==> config.mk <==
export PLATFORM = sky130hd
export DESIGN_NAME = tick_gen
export DESIGN_NICKNAME = d
export VERILOG_FILES = /design/src/rtl/tick_gen.sv
export SDC_FILE = /design/constraint.sdc
export NUM_CORES = 1
export LEC_CHECK = 0
export CAP_MARGIN = 20
export CORE_ASPECT_RATIO = 1.5
export CORE_MARGIN = 5
export CORE_UTILIZATION = 50
export DETAILED_ROUTE_END_ITERATION = 12
export DONT_BUFFER_PORTS = 1
export PLACE_DENSITY = 0.76
export SLEW_MARGIN = 20
export SYNTH_ARGS = -nofsm -noshare
export SYNTH_HDL_FRONTEND = slang
export SYNTH_SLANG_ARGS = --single-unit
==> constraint.sdc <==
create_clock -name clk -period 2.8 [get_ports clk]
set_input_delay 0.56 -clock clk [delete_from_list [all_inputs] [get_ports clk]]
set_output_delay 0.56 -clock clk [all_outputs]
set_load 0.02 [all_outputs]
==> src/rtl/tick_gen.sv <==
// Free-running timing source for the Tetris game logic.
// Emits independent one-cycle gravity and move-repeat strobes.
module tick_gen #(
    parameter int unsigned VERT_PERIOD  = 50_000_000,
    parameter int unsigned HORIZ_PERIOD = 5_000_000
) (
    input  logic clk,
    input  logic rst,
    output logic vertical_flag,
    output logic horizontal_flag
);

    localparam int unsigned VW = (VERT_PERIOD > 2) ? $clog2(VERT_PERIOD) : 1;
    localparam int unsigned HW = (HORIZ_PERIOD > 2) ? $clog2(HORIZ_PERIOD) : 1;

    localparam logic [VW-1:0] V_LAST = VW'(VERT_PERIOD - 1);
    localparam logic [HW-1:0] H_LAST = HW'(HORIZ_PERIOD - 1);
    localparam logic [VW-1:0] V_ONE  = VW'(1);
    localparam logic [HW-1:0] H_ONE  = HW'(1);

    if (VERT_PERIOD < 2) begin : g_bad_vert
        $error("tick_gen: VERT_PERIOD must be >= 2");
    end
    if (HORIZ_PERIOD < 2) begin : g_bad_horiz
        $error("tick_gen: HORIZ_PERIOD must be >= 2");
    end

    logic [VW-1:0] v_cnt_q, v_cnt_d;
    logic [HW-1:0] h_cnt_q, h_cnt_d;
    logic          v_flag_q, v_flag_d;
    logic          h_flag_q, h_flag_d;

    // Gravity channel: count to P-1, wrap explicitly and strobe once.
    always_comb begin
        v_cnt_d  = v_cnt_q + V_ONE;
        v_flag_d = 1'b0;
        if (v_cnt_q == V_LAST) begin
            v_cnt_d  = '0;
            v_flag_d = 1'b1;
        end
    end

    // Move-repeat channel: same scheme, fully independent of gravity.
    always_comb begin
        h_cnt_d  = h_cnt_q + H_ONE;
        h_flag_d = 1'b0;
        if (h_cnt_q == H_LAST) begin
            h_cnt_d  = '0;
            h_flag_d = 1'b1;
        end
    end

    // State and strobe registers; reset abandons any period in progress.
    always_ff @(posedge clk) begin
        if (rst) begin
            v_cnt_q  <= '0;
            h_cnt_q  <= '0;
            v_flag_q <= 1'b0;
            h_flag_q <= 1'b0;
        end else begin
            v_cnt_q  <= v_cnt_d;
            h_cnt_q  <= h_cnt_d;
            v_flag_q <= v_flag_d;
            h_flag_q <= h_flag_d;
        end
    end

    assign vertical_flag   = v_flag_q;
    assign horizontal_flag = h_flag_q;

endmodule

==> results.json <==
{
  "cts_buffers": 5,
  "syn_to_final_growth_pct": 4.73,
  "grtUsageTotal_pct": 15.2,
  "finalPower_mw": 1.20,
  "busiest_layer": "met2",
  "h-tree-depth": 2,
  "cpPeakStageDelay_ns": 0.43,
  "synth_mux_area_share_pct": 0,
  "cp_num_buf_inv": 1,
  "initial_utilization_pct": 50.5,
  "initialDrtViolationCount": 104,
  "synthAdderAreaFrac_pct": 1.04,
  "critPathMaxFanout": 23,
  "power.leakage_nw": 0.829,
  "cp_slowest_cell": "dfxtp_1",
  "hold_viol_final": 0,
  "synthSimpleGateAreaFrac_pct": 32.1,
  "rsz0062_at_grt": "no",
  "dieArea_sq_mm": 0.00633,
  "crit_type": "reg2reg",
  "clkTransAtPathRegs_ns": 0.10,
  "max_freq_ghz": 0.565,
  "synth_warnings": 0,
  "ys_ff_latch": 51,
  "grt_overflow": 0,
  "drv_cap": 0,
  "synth-edff-count": 0,
  "min_period_over_period_pct": 63.2,
  "die_y_um": 95.0,
  "drtPass1Iterations": 4,
  "grt_use_met3_pct": 3.69,
  "dp_hpwl_um": 3120,
  "nets": 276,
  "netlist_instances": 274,
  "crit_chain": "and4_1, nand4_1, o31ai_4, buf_4, nor2_1",
  "worst_ep_arrival_time_ns": 1.96,
  "setup_tns_ns": 0,
  "start_kind": "flop",
  "first_global_vias": 1760,
  "required_ns": 2.99,
  "met2_usage_pct": 24.9,
  "routedWlPerCell_um": 12.8,
  "yosys.cell_types.count": 40,
  "finalSetupViolCount": 0,
  "io_pins": 4,
  "clock-root-buffer": "clkbuf_8",
  "antenna_left": 0,
  "grt_pass1_wl_um": 7600,
  "status": "completed",
  "gp_congestion": 0.812,
  "drive_above_1_share_pct": 8.42,
  "holdCritPathClass": "in2reg",
  "cpLargestDelayFamily": "simple AND/OR/NAND/NOR gates",
  "cts_tree": "done",
  "synth_compound_area_share_pct": 10.3,
  "avgSynthCellArea_sq_um": 8.79,
  "synthArstFlopShare_pct": 0,
  "syn_area_sq_mm": 0.00241,
  "hold_buffers": 0,
  "synth_top_family_by_area": "simple AND/OR/NAND/NOR gates",
  "clockBufferDepth": 2,
  "max-vdd-ir-drop_uv": 251,
  "min_period_ns": 1.77,
  "ys_seq_area_share_pct": 42.4,
  "drv_slew": 0,
  "clkLatencyLatePin_ns": 0.31,
  "wirelength_um": 4350,
  "clock_skew_ns": 0.0124,
  "numClockSinks": 51,
  "route.detailed.drc": 0,
  "grt_antenna_before_repair": 0,
  "n_antenna_cell": 0,
  "vias": 1900,
  "postCtsSetupBuffers": 0,
  "synth_xor_area_share_pct": 9.45,
  "powerDensity_mw_per_mm2": 476,
  "tightest_slew_ns": 0.505,
  "pre_cts_ws_ns": 1.05,
  "utilization_pct": 52.9,
  "end_kind": "flop",
  "syn-num-nets": 278,
  "synthFlopType": "dfxtp_1",
  "hold_ws_ns": 0.311,
  "rows": 31,
  "portBuffers": 0,
  "fin_ws_ns": 1.03,
  "ctsResizeCount": 0,
  "via_per_inst": 5.60,
  "max-slew-margin-rel_pct": 66.1,
  "grt_max_degree": 24,
  "die_x_um": 66.7,
  "core_sq_mm": 0.00477,
  "grtUsageMet1_pct": 18.5
}
-- synthesized netlist by cell type, drive strengths merged (2+ instances only) --
library cell	n	share of area, %
xor2	13	4.7
nor3	4	0.83
buf	9	2.9
or3	12	3.3
inv	10	1.6
nand4b	2	0.73
clkbuf	2	0.31
or4	4	1.4
and3	14	3.7
nand2	17	2.6
a21oi	19	4.1
nor4	7	2.1
and2	3	0.78
o21ai	12	2.5
nor4b	2	0.73
xnor2	13	4.7
and4	6	2.3
o31ai	4	1.8
ha	2	1.0
dfxtp	51	42
nand4	17	5.3
a31o	4	1.5
nand3	13	2.9
nor2	31	4.8
-- power by group --
part | leakage, nW | switching, mW | internal [mW]
combinational | 0.376 | 0.0180 | 0.0105
clock | 0.0408 | 0.252 | 0.179
sequential | 0.412 | 0.00821 | 0.732
-- kinds of logic (layout without fill, tap and decap cells) --
logic type               count (synthesis)  after routing
adder cells (fa/ha/maj)                  2              2
AO/OA/AOI/OAI                           40             40
XOR/XNOR                                26             26
AND/OR/NAND/NOR                        134            134
buffers and inverters                   21             20
flip-flops                              51             51
-- worst reg2reg max path, stage by stage, from the launching register on --
cell and delay [ns]:
dfxtp_1 0.43, and4_1 0.36, nand4_1 0.23, o31ai_4 0.28, buf_4 0.29, nor2_1 0.09
-- final cells by class --
type,instances,area (sq um)
fill,449,2250
multi-input combinational,202,1270
sequential,51,1020
tap,66,82.6
clock buffer,5,68.8
inverter,10,37.5
clock inverter,3,23.8
timing repair buffer,2,15.0
-- worst paths after layout --
check              from       endpoint  slack [ns]  cells past startpoint
max          h_cnt_q[2]     h_cnt_q[2]        1.03                      5
min                 rst  vertical_flag        0.31                      1
max reg2reg  h_cnt_q[2]     h_cnt_q[2]        1.03                      5
min reg2reg  v_cnt_q[0]     v_cnt_q[0]        0.48                      1
-- registers in the layout (all words and copies together), names as in the netlist --
name / flops
v_cnt_q: 26
vertical_flag: 1
h_cnt_q: 23
horizontal_flag: 1
-- cell usage in the layout, fill, tap and decap left out, types with 2 or more instances in the layout --
cell type	instances
nand2_1	17
o31ai_1	3
o21ai_0	12
inv_1	10
a31o_2	2
clkbuf_8	5
and2_1	3
or3_1	11
and3_1	12
and4_1	5
nand4b_1	2
nor2_1	31
or4_1	3
nor4_1	6
dfxtp_1	51
nand4_1	15
nand3_1	12
xor2_1	13
a31o_1	2
and3_2	2
clkinvlp_4	2
xnor2_1	13
buf_4	2
nor3_1	4
ha_1	2
nor4b_1	2
a21oi_1	18
-- layer usage --
metal  wire (um)  up-vias
li1            -      981
met5           0        -
met1        2020      895
met2        2120       17
met4          83        0
met3         129        7
-- per-stage QoR --
stage	instances	instance area (sq um)
floorplan	274	2410
global placement	331	2430
detailed placement	331	2430
CTS	339	2520
global route	339	2520
finish	339	2520
Power figures use the tool's default switching activity.
